## config.mk

```make
export PLATFORM = sky130hd
export DESIGN_NAME = fp_mul_pipe
export DESIGN_NICKNAME = d
export VERILOG_FILES = /design/src/rtl/fp_mul_pipe.sv
export SDC_FILE = /design/constraint.sdc
export NUM_CORES = 2
export LEC_CHECK = 0
export BUFFER_PORTS_ARGS = -buffer_cell sky130_fd_sc_hd__buf_2
export CORE_MARGIN = 5
export CORE_UTILIZATION = 30
export DETAILED_ROUTE_END_ITERATION = 7
export GPL_ROUTABILITY_DRIVEN = 0
export PLACE_DENSITY = 0.43
export SYNTH_ARGS = -nofsm -noshare
export SYNTH_HDL_FRONTEND = slang
export SYNTH_SLANG_ARGS = --single-unit
```

## constraint.sdc

```tcl
create_clock -name clk_i -period 6.5 [get_ports clk_i]
set_clock_uncertainty 0.15 [all_clocks]
set_input_delay 0.65 -clock clk_i [delete_from_list [all_inputs] [get_ports clk_i]]
set_output_delay 0.65 -clock clk_i [all_outputs]
set_load 0.05 [all_outputs]
```

## src/rtl/fp_mul_pipe.sv

```systemverilog
`default_nettype none
// ============================================================================
// Module   : fp_mul_pipe
// Purpose  : Three-stage pipelined floating-point multiplier for a generic
//            {sign, biased exponent, mantissa} format. It rounds to nearest
//            even, flushes subnormal inputs and tiny results to zero, and
//            produces a canonical quiet NaN. Each stage has valid/ready flow
//            control.
// Revision : 1.0 - initial release
// ----------------------------------------------------------------------------
// Ports
//   clk_i        in   1   clock, rising edge
//   rst_i        in   1   asynchronous active-high reset
//   in_valid_i   in   1   operand pair present
//   in_ready_o   out  1   operands accepted this cycle
//   a_i, b_i     in   W   operands, W = 1+EXP_W+MAN_W
//   neg_i        in   1   return -(a*b)
//   out_valid_o  out  1   result present
//   out_ready_i  in   1   consumer takes result
//   result_o     out  W   packed product
//   flags_o      out  4   {invalid, overflow, underflow, inexact}
// ============================================================================
module fp_mul_pipe #(
  parameter int EXP_W = 8,
  parameter int MAN_W = 23
) (
  input  logic                 clk_i,
  input  logic                 rst_i,
  input  logic                 in_valid_i,
  output logic                 in_ready_o,
  input  logic [EXP_W+MAN_W:0] a_i,
  input  logic [EXP_W+MAN_W:0] b_i,
  input  logic                 neg_i,
  output logic                 out_valid_o,
  input  logic                 out_ready_i,
  output logic [EXP_W+MAN_W:0] result_o,
  output logic [3:0]           flags_o
);

  localparam int c_w      = 1 + EXP_W + MAN_W;
  localparam int c_sig_w  = MAN_W + 1;
  localparam int c_prod_w = 2 * c_sig_w;
  localparam int c_e_w    = EXP_W + 2;

  localparam logic [c_e_w-1:0] c_bias     = c_e_w'((1 << (EXP_W - 1)) - 1);
  localparam logic [c_e_w-1:0] c_exp_max  = c_e_w'((1 << EXP_W) - 1);
  localparam logic [MAN_W-1:0] c_qnan_man = MAN_W'(1) << (MAN_W - 1);

  // Operand-pair classes carried down the pipe
  localparam logic [1:0] c_cls_norm = 2'd0;
  localparam logic [1:0] c_cls_zero = 2'd1;
  localparam logic [1:0] c_cls_inf  = 2'd2;
  localparam logic [1:0] c_cls_nan  = 2'd3;

  // --------------------------------------------------------------------------
  // Stage registers
  // --------------------------------------------------------------------------
  logic                s1_valid_q, s1_valid_d;
  logic                s1_sign_q, s1_sign_d;
  logic [1:0]          s1_cls_q, s1_cls_d;
  logic [c_prod_w-1:0] s1_prod_q, s1_prod_d;
  logic [c_e_w-1:0]    s1_exp_q, s1_exp_d;

  logic                s2_valid_q, s2_valid_d;
  logic                s2_sign_q, s2_sign_d;
  logic [1:0]          s2_cls_q, s2_cls_d;
  logic [MAN_W-1:0]    s2_man_q, s2_man_d;
  logic [c_e_w-1:0]    s2_exp_q, s2_exp_d;
  logic                s2_inexact_q, s2_inexact_d;

  logic                s3_valid_q, s3_valid_d;
  logic [c_w-1:0]      s3_result_q, s3_result_d;
  logic [3:0]          s3_flags_q, s3_flags_d;

  // --------------------------------------------------------------------------
  // Flow control: each stage is free when empty or when it empties this cycle
  // --------------------------------------------------------------------------
  logic w_s3_free, w_s2_adv, w_s2_free, w_s1_adv, w_accept;

  always_comb begin
    w_s3_free  = ~s3_valid_q | out_ready_i;
    w_s2_adv   = s2_valid_q & w_s3_free;
    w_s2_free  = ~s2_valid_q | w_s2_adv;
    w_s1_adv   = s1_valid_q & w_s2_free;
    in_ready_o = ~s1_valid_q | w_s1_adv;
    w_accept   = in_valid_i & in_ready_o;
  end

  // --------------------------------------------------------------------------
  // S1: classify operands, multiply significands, sum exponents
  // --------------------------------------------------------------------------
  logic [EXP_W-1:0] w_a_exp, w_b_exp;
  logic [MAN_W-1:0] w_a_man, w_b_man;
  logic             w_a_zero, w_b_zero, w_a_inf, w_b_inf, w_a_nan, w_b_nan;

  always_comb begin
    w_a_exp  = a_i[c_w-2:MAN_W];
    w_b_exp  = b_i[c_w-2:MAN_W];
    w_a_man  = a_i[MAN_W-1:0];
    w_b_man  = b_i[MAN_W-1:0];
    // Zero exponent covers subnormals too: they are treated as zero
    w_a_zero = ~|w_a_exp;
    w_b_zero = ~|w_b_exp;
    w_a_inf  = (&w_a_exp) & ~|w_a_man;
    w_b_inf  = (&w_b_exp) & ~|w_b_man;
    w_a_nan  = (&w_a_exp) & (|w_a_man);
    w_b_nan  = (&w_b_exp) & (|w_b_man);

    s1_valid_d = w_accept | (s1_valid_q & ~w_s1_adv);
    s1_sign_d  = s1_sign_q;
    s1_cls_d   = s1_cls_q;
    s1_prod_d  = s1_prod_q;
    s1_exp_d   = s1_exp_q;

    if (w_accept) begin
      s1_sign_d = a_i[c_w-1] ^ b_i[c_w-1] ^ neg_i;
      if (w_a_nan | w_b_nan | (w_a_inf & w_b_zero) | (w_b_inf & w_a_zero)) begin
        s1_cls_d = c_cls_nan;
      end else if (w_a_inf | w_b_inf) begin
        s1_cls_d = c_cls_inf;
      end else if (w_a_zero | w_b_zero) begin
        s1_cls_d = c_cls_zero;
      end else begin
        s1_cls_d = c_cls_norm;
      end
      s1_prod_d = {{c_sig_w{1'b0}}, 1'b1, w_a_man} * {{c_sig_w{1'b0}}, 1'b1, w_b_man};
      // Two's complement at EXP_W+2 bits: holds every sum of normal exponents
      s1_exp_d  = {2'b00, w_a_exp} + {2'b00, w_b_exp} - c_bias;
    end
  end

  // --------------------------------------------------------------------------
  // S2: normalise product to [1,2), round to nearest even
  // --------------------------------------------------------------------------
  logic                w_top, w_guard, w_sticky, w_round_up, w_carry;
  logic [c_prod_w-1:0] w_norm;
  logic [c_sig_w-1:0]  w_kept;
  logic [c_sig_w:0]    w_rounded;

  always_comb begin
    w_top      = s1_prod_q[c_prod_w-1];
    // Left-align the leading one; bits shifted in are zero so sticky is unaffected
    w_norm     = w_top ? s1_prod_q : (s1_prod_q << 1);
    w_kept     = w_norm[c_prod_w-1 -: c_sig_w];
    w_guard    = w_norm[c_prod_w-1-c_sig_w];
    w_sticky   = |w_norm[c_prod_w-2-c_sig_w:0];
    w_round_up = w_guard & (w_sticky | w_kept[0]);
    w_rounded  = {1'b0, w_kept} + {{c_sig_w{1'b0}}, w_round_up};
    // Carry-out means 1.11..1 rounded up to 10.00..0
    w_carry    = w_rounded[c_sig_w];

    s2_valid_d   = w_s1_adv | (s2_valid_q & ~w_s2_adv);
    s2_sign_d    = s2_sign_q;
    s2_cls_d     = s2_cls_q;
    s2_man_d     = s2_man_q;
    s2_exp_d     = s2_exp_q;
    s2_inexact_d = s2_inexact_q;

    if (w_s1_adv) begin
      s2_sign_d    = s1_sign_q;
      s2_cls_d     = s1_cls_q;
      s2_man_d     = w_carry ? w_rounded[MAN_W:1] : w_rounded[MAN_W-1:0];
      s2_exp_d     = s1_exp_q + c_e_w'(w_top) + c_e_w'(w_carry);
      s2_inexact_d = w_guard | w_sticky;
    end
  end

  // --------------------------------------------------------------------------
  // S3: range check on the rounded exponent, pack, flags
  // --------------------------------------------------------------------------
  logic w_exp_high, w_exp_low;

  always_comb begin
    w_exp_high = ~s2_exp_q[c_e_w-1] & (s2_exp_q >= c_exp_max);
    w_exp_low  = s2_exp_q[c_e_w-1] | (s2_exp_q == '0);

    s3_valid_d  = w_s2_adv | (s3_valid_q & ~out_ready_i);
    s3_result_d = s3_result_q;
    s3_flags_d  = s3_flags_q;

    if (w_s2_adv) begin
      case (s2_cls_q)
        c_cls_nan: begin
          s3_result_d = {1'b0, {EXP_W{1'b1}}, c_qnan_man};
          s3_flags_d  = 4'b1000;
        end
        c_cls_inf: begin
          s3_result_d = {s2_sign_q, {EXP_W{1'b1}}, {MAN_W{1'b0}}};
          s3_flags_d  = 4'b0000;
        end
        c_cls_zero: begin
          s3_result_d = {s2_sign_q, {(c_w-1){1'b0}}};
          s3_flags_d  = 4'b0000;
        end
        default: begin
          if (w_exp_high) begin
            s3_result_d = {s2_sign_q, {EXP_W{1'b1}}, {MAN_W{1'b0}}};
            s3_flags_d  = 4'b0101;
          end else if (w_exp_low) begin
            s3_result_d = {s2_sign_q, {(c_w-1){1'b0}}};
            s3_flags_d  = 4'b0011;
          end else begin
            s3_result_d = {s2_sign_q, s2_exp_q[EXP_W-1:0], s2_man_q};
            s3_flags_d  = {3'b000, s2_inexact_q};
          end
        end
      endcase
    end
  end

  // --------------------------------------------------------------------------
  // State
  // --------------------------------------------------------------------------
  always_ff @(posedge clk_i or posedge rst_i) begin
    if (rst_i) begin
      s1_valid_q   <= 1'b0;
      s1_sign_q    <= 1'b0;
      s1_cls_q     <= c_cls_zero;
      s1_prod_q    <= '0;
      s1_exp_q     <= '0;
      s2_valid_q   <= 1'b0;
      s2_sign_q    <= 1'b0;
      s2_cls_q     <= c_cls_zero;
      s2_man_q     <= '0;
      s2_exp_q     <= '0;
      s2_inexact_q <= 1'b0;
      s3_valid_q   <= 1'b0;
      s3_result_q  <= '0;
      s3_flags_q   <= '0;
    end else begin
      s1_valid_q   <= s1_valid_d;
      s1_sign_q    <= s1_sign_d;
      s1_cls_q     <= s1_cls_d;
      s1_prod_q    <= s1_prod_d;
      s1_exp_q     <= s1_exp_d;
      s2_valid_q   <= s2_valid_d;
      s2_sign_q    <= s2_sign_d;
      s2_cls_q     <= s2_cls_d;
      s2_man_q     <= s2_man_d;
      s2_exp_q     <= s2_exp_d;
      s2_inexact_q <= s2_inexact_d;
      s3_valid_q   <= s3_valid_d;
      s3_result_q  <= s3_result_d;
      s3_flags_q   <= s3_flags_d;
    end
  end

  assign out_valid_o = s3_valid_q;
  assign result_o    = s3_result_q;
  assign flags_o     = s3_flags_q;

endmodule
`default_nettype wire
```

== Yosys cells after proc, flatten, opt, wreduce, memory -nomap -nowiden ==
Cells that the tools add are included.
Storage, ports and cells
  register bits: 137
  input bits: 69
  output and inout port bits: 38
  logic and storage cells: 85
Cells by class
  add/subtract/negate cells: 5
  multiply operators: 1
  magnitude comparators: 1
  equality and inequality tests: 3
  multiplexer cells: 11
  bitwise operators: 37
  reduce and logical (&&, ||, !) cells: 13
Operators by type and width (number)
  32-bit case mux with 3 select lines: 1
  23-bit OR reduction: 3
  31-bit 2-to-1 mux: 2
  24-bit by 24-bit multiplier with 48-bit output: 1
  48-bit 2-to-1 mux: 1
  24-bit by 1-bit adder with 25-bit output: 1
  23-bit 2-to-1 mux: 1
  10-bit by 1-bit adder with 10-bit output: 2
  8-bit AND reduction: 2
  8-bit OR reduction: 2
  1-bit bitwise AND: 14
  1-bit bitwise OR: 14
  10-bit by 8-bit greater-or-equal comparator with 1-bit output, second input constant: 1
  10-bit logical NOT: 1
  9-bit by 7-bit subtractor with 10-bit output, second input constant: 1
  8-bit by 8-bit adder with 9-bit output: 1
  4-bit case mux with 2 select lines: 1
  1-bit NOT: 7
  2-bit 2-to-1 mux: 3
  2-bit equality test, second input constant: 2
  1-bit logical NOT: 4
  3-bit 2-to-1 mux: 1
  2-bit by 1-bit equality test with 1-bit output, second input constant: 1
  2-bit OR reduction: 1
  other kinds (2): 3

== Longest topological paths before layout ==
  word-level depth: 8
  gate-level depth with buffers: 27
  gate-level depth less buffers: 25

== Least setup slack after synthesis ==
OpenSTA, ideal clock, no wires.
  path kind: input to register
  from: input b_i[3]
  to: register s1_prod_q[47]
  setup time: 0.081 ns
  arrival: 6.909 ns
  data required time: 6.269 ns
  path slack: -0.640 ns
  cell stages on the path: 25
  path buffers: 1
  cell sequence: clkbuf_1 nand2_1 fa_1 inv_1 fa_1 inv_1 fa_1 inv_1 fa_1 inv_1 fa_1 inv_1 fa_1 inv_1 fa_1 inv_1 ha_1 and4_2 and2b_2 a311oi_4 o21a_2 o31ai_4 a21oi_2 or4_1 o211ai_2
On the way
  longest elaborated chain between the ends: 1
Ends and longest elaborated chain
  start, declared: line 32  | input logic [EXP_W+MAN_W:0] b_i,
  24-bit by 24-bit multiplier with 48-bit output: line 126  | s1_prod_d = {{c_sig_w{1'b0}}, 1'b1, w_a_man} * {{c_sig_w{1'b0}}, 1'b1, w_b_man};
  end signal, assigned: line 234  | s1_prod_q <= s1_prod_d;
  end, declared: line 61  | logic [c_prod_w-1:0] s1_prod_q, s1_prod_d;
No other way between the ends.
A chain may end at the register's enable or synchronous reset.

== Worst setup path in the final report ==
  from: input a_i[9]
  to: register s1_prod_q[45]
On the way
  longest elaborated chain between the ends: 1
Ends and longest elaborated chain
  start, declared: line 31  | input logic [EXP_W+MAN_W:0] a_i,
  24-bit by 24-bit multiplier with 48-bit output: line 126
No other way between the ends.

==> results.sh <==
export IMPL_grt_pass1_wl_mm=128
export IMPL_grt_use_total_pct=17.9
export IMPL_avgSynthCellArea_um2=8.83
export IMPL_first_global_vias=22000
export IMPL_nFillCells=8771
export IMPL_grt_overflow_total=0
export IMPL_grt_max_degree=84
export IMPL_synth_edff_count=0
export IMPL_synth_cell_type_count=72
export IMPL_slew_viol_final=0
export IMPL_cpMostUsedCell="fa_1"
export IMPL_crit_type="in -> reg"
export IMPL_ant_nets=0
export IMPL_arrival_ns=6.76
export IMPL_cts_buffers=17
export IMPL_cp_slowest_stage_delay_ns=0.57
export IMPL_wl_per_cell_um=18.1
export IMPL_cp_slowest_cell="fa_1"
export IMPL_cap_violations=0
export IMPL_ys_seq_area_share_pct=13.4
export IMPL_port_buffers=106
export IMPL_dp_hpwl_mm=68.9
export IMPL_die_area_um2=91400
export IMPL_vias=19900
export IMPL_die_w_um=302
export IMPL_areaGrowthSynthToFinish_pct=22.0
export IMPL_ys_flop_type="dfrtp_1"
export IMPL_setup_violations=10
export IMPL_wl_mm=79.6
export IMPL_ios=107
export IMPL_via_per_inst=4.53
export IMPL_drc=0
export IMPL_worst_pin_slew_ns=1.04
export IMPL_clockBufferDepth=2
export IMPL_multi_input_area_um2=20000
export IMPL_seq_area_um2=3430
export IMPL_cts_sinks=137
export IMPL_final_setup_worst_slack_ns=-0.0987
export IMPL_status="finished, violations left"
export IMPL_max_freq_ghz=0.152
export IMPL_chipHeight_um=302
export IMPL_hold_buffers=0
export IMPL_antenna_found_initial=0
export IMPL_row_count=107
export IMPL_postSynthCellCount=2905
export IMPL_timing_slew_headroom_pct=30.8
export IMPL_drive_gt1_share_pct=19.1
export IMPL_clk_pin_slew_ns=0.07
export IMPL_async_flop_share_pct=100
export IMPL_fin_hold_ws_ns=0.0984
export IMPL_hold_class="in -> async"
export IMPL_nets=3971
export IMPL_worstSkewPairLatency_ns=0.44
export IMPL_dr_pass1_iters=5
export IMPL_hold_viol_final=0
export IMPL_rsz0062_at_grt="true"
export IMPL_ys_seq_elements=137
export IMPL_yosysWarnings=0
export IMPL_fin_crit_sh_pct=102
export IMPL_cp_required_ns=6.66
export IMPL_crit_path_end_kind="flip-flop"
export IMPL_coreArea_um2=85000
export IMPL_min_period_ns=6.60
export IMPL_startpoint_type="input port"
export IMPL_drtIter0Drc=946
export IMPL_cts_tree="done"
export IMPL_worstPathMaxFanout=10
export IMPL_start_util_pct=30.2
export IMPL_synth_nets=3648
export IMPL_pre_cts_slack_ns=-0.867
export IMPL_violations="negative setup slack"
export IMPL_htreeDepth=4
export IMPL_root_buffer="clkbuf_16"
export IMPL_syn_area_um2=25600
==> critical path, delay by kind of cell <==
family / cells / cell delay [ns]
compound gates: 7 / 1.12
xor+xnor: 1 / 0.19
fa+ha+maj: 8 / 3.65
buf+inv: 8 / 0.90
simple gates: 2 / 0.23
==> metal layers <==
metal | track usage (%) | vias to the layer above | share of wire, %
li1 | - | 9470 | -
met1 | 25.8 | 9943 | 48
met2 | 28.9 | 373 | 45
met3 | 2.33 | 67 | 4.0
met4 | 4.08 | 0 | 2.1
met5 | 0 | - | 0
==> cell usage in the layout, fill, tap and decap left out, types with 10 or more instances in the layout <==
cell type | netlist | final
nand3_1 | 29 | 29
fa_1 | 484 | 467
ha_4 | 0 | 13
a31oi_1 | 16 | 15
inv_1 | 600 | 581
a21oi_2 | 1 | 12
xnor2_1 | 43 | 41
nand2_1 | 472 | 468
and3_1 | 17 | 15
xor2_1 | 42 | 39
a21oi_1 | 55 | 44
o21ai_0 | 114 | 102
nor2_1 | 91 | 84
nor4_1 | 21 | 21
nand2b_1 | 13 | 13
nand4_1 | 22 | 22
buf_6 | 0 | 34
and2_4 | 0 | 15
ha_1 | 190 | 173
buf_4 | 0 | 312
dfrtp_1 | 135 | 135
o21ai_1 | 7 | 16
buf_2 | 3 | 75
clkbuf_16 | 0 | 17
buf_12 | 0 | 20
and2_1 | 246 | 231
a21o_1 | 30 | 30
inv_2 | 0 | 14
o21bai_1 | 11 | 10
fa_2 | 0 | 17
==> area by class of cell <==
cell class / count / area share [%]
flip-flops and latches: 137 / 11.0
multi-input cells: 2024 / 63.9
clock buffers: 17 / 1.36
clock inverters: 15 / 0.576
inverters: 604 / 7.31
repair buffers: 444 / 11.3
diodes: 2 / 0.0160
well taps: 1144 / 4.58
==> final timing paths <==
| check | slack (ns) | cells after the start | endpoint | startpoint |
|---|---|---|---|---|
| worst min-delay path | 0.1 | 2 | s1_prod_q[9]$_DFFE_PP0P_ | rst_i |
| worst max register to register | 2.59 | 15 | s2_exp_q[9]$_DFFE_PP0P_ | s1_prod_q[47]$_DFFE_PP0P_ |
| worst min register to register | 0.30 | 2 | s2_cls_q[0]$_DFFE_PP1P_ | s1_cls_q[0]$_DFFE_PP1P_ |
| min in group clk_i | 0.30 | 2 | s2_cls_q[0]$_DFFE_PP1P_ | s1_cls_q[0]$_DFFE_PP1P_ |
| max in group asynchronous | 4.61 | 3 | result_o[26]$_DFFE_PP0P_ | rst_i |
| worst max-delay path | -0.1 | 26 | s1_prod_q[45]$_DFFE_PP0P_ | a_i[9] |
==> timing repair <==
action / CTS / global route
endpoints found under the setup margin: 25 / 24
pin swaps: 49 / 37
gates resized for setup: 107 / 60
buffers inserted: 11 / 7
==> synthesized netlist by cell type, types with 10 or more instances <==
master	n	share of area (%)
inv_1	600	8.8
nor4_1	21	0.51
a21o_1	30	0.88
clkbuf_1	129	1.9
a21oi_1	55	1.1
fa_1	484	38
xor2_1	42	1.4
o31ai_1	10	0.29
dfrtp_1	135	13
o21ai_0	114	2.2
nand2b_1	13	0.32
and2_1	246	6.0
nand3_1	29	0.57
nand4_1	22	0.54
a31oi_1	16	0.39
nor2_1	91	1.3
o21bai_1	11	0.32
and3_1	17	0.41
xnor2_1	43	1.5
nand2_1	472	6.9
ha_1	190	9.3
==> state kept, by name, summed over array words and instances (netlist names) <==
name,count
flags_o,4
s1_valid_q,1
s1_sign_q,1
s2_cls_q,2
s2_man_q,23
s2_sign_q,1
s1_exp_q,10
out_valid_o,1
result_o,32
s1_cls_q,2
s2_valid_q,1
s2_inexact_q,1
s2_exp_q,10
s1_prod_q,48
==> cells by family (layout without fill, tap and decap cells) <==
logic type	count (synthesis)	in the layout	share of synthesized area [%]
AO/OA/AOI/OAI	308	308	7.75
XOR/XNOR	85	85	2.90
adder cells (fa/ha/maj)	674	674	47.1
buffers and inverters	744	1080	10.9
flip-flops	137	137	13.4
multiplexers	12	12	0.503
other	0	2	0
AND/OR/NAND/NOR	945	945	17.5
==> through the flow <==
step                TNS, ns  instances  utilization (%)  area, um2
floorplan             -1.02       2905                -      26100
finish               -0.553       4387             36.8      31300
CTS                  -0.966       4378             36.5      31000
global route          -4.39       4385             36.8      31300
detailed placement   -19.66       4336             35.2      29900
global placement     -18.00       4336             35.2      29900
Power is not shown: default switching activity piles up to over one toggle a cycle in this logic, so the estimate is an artifact.
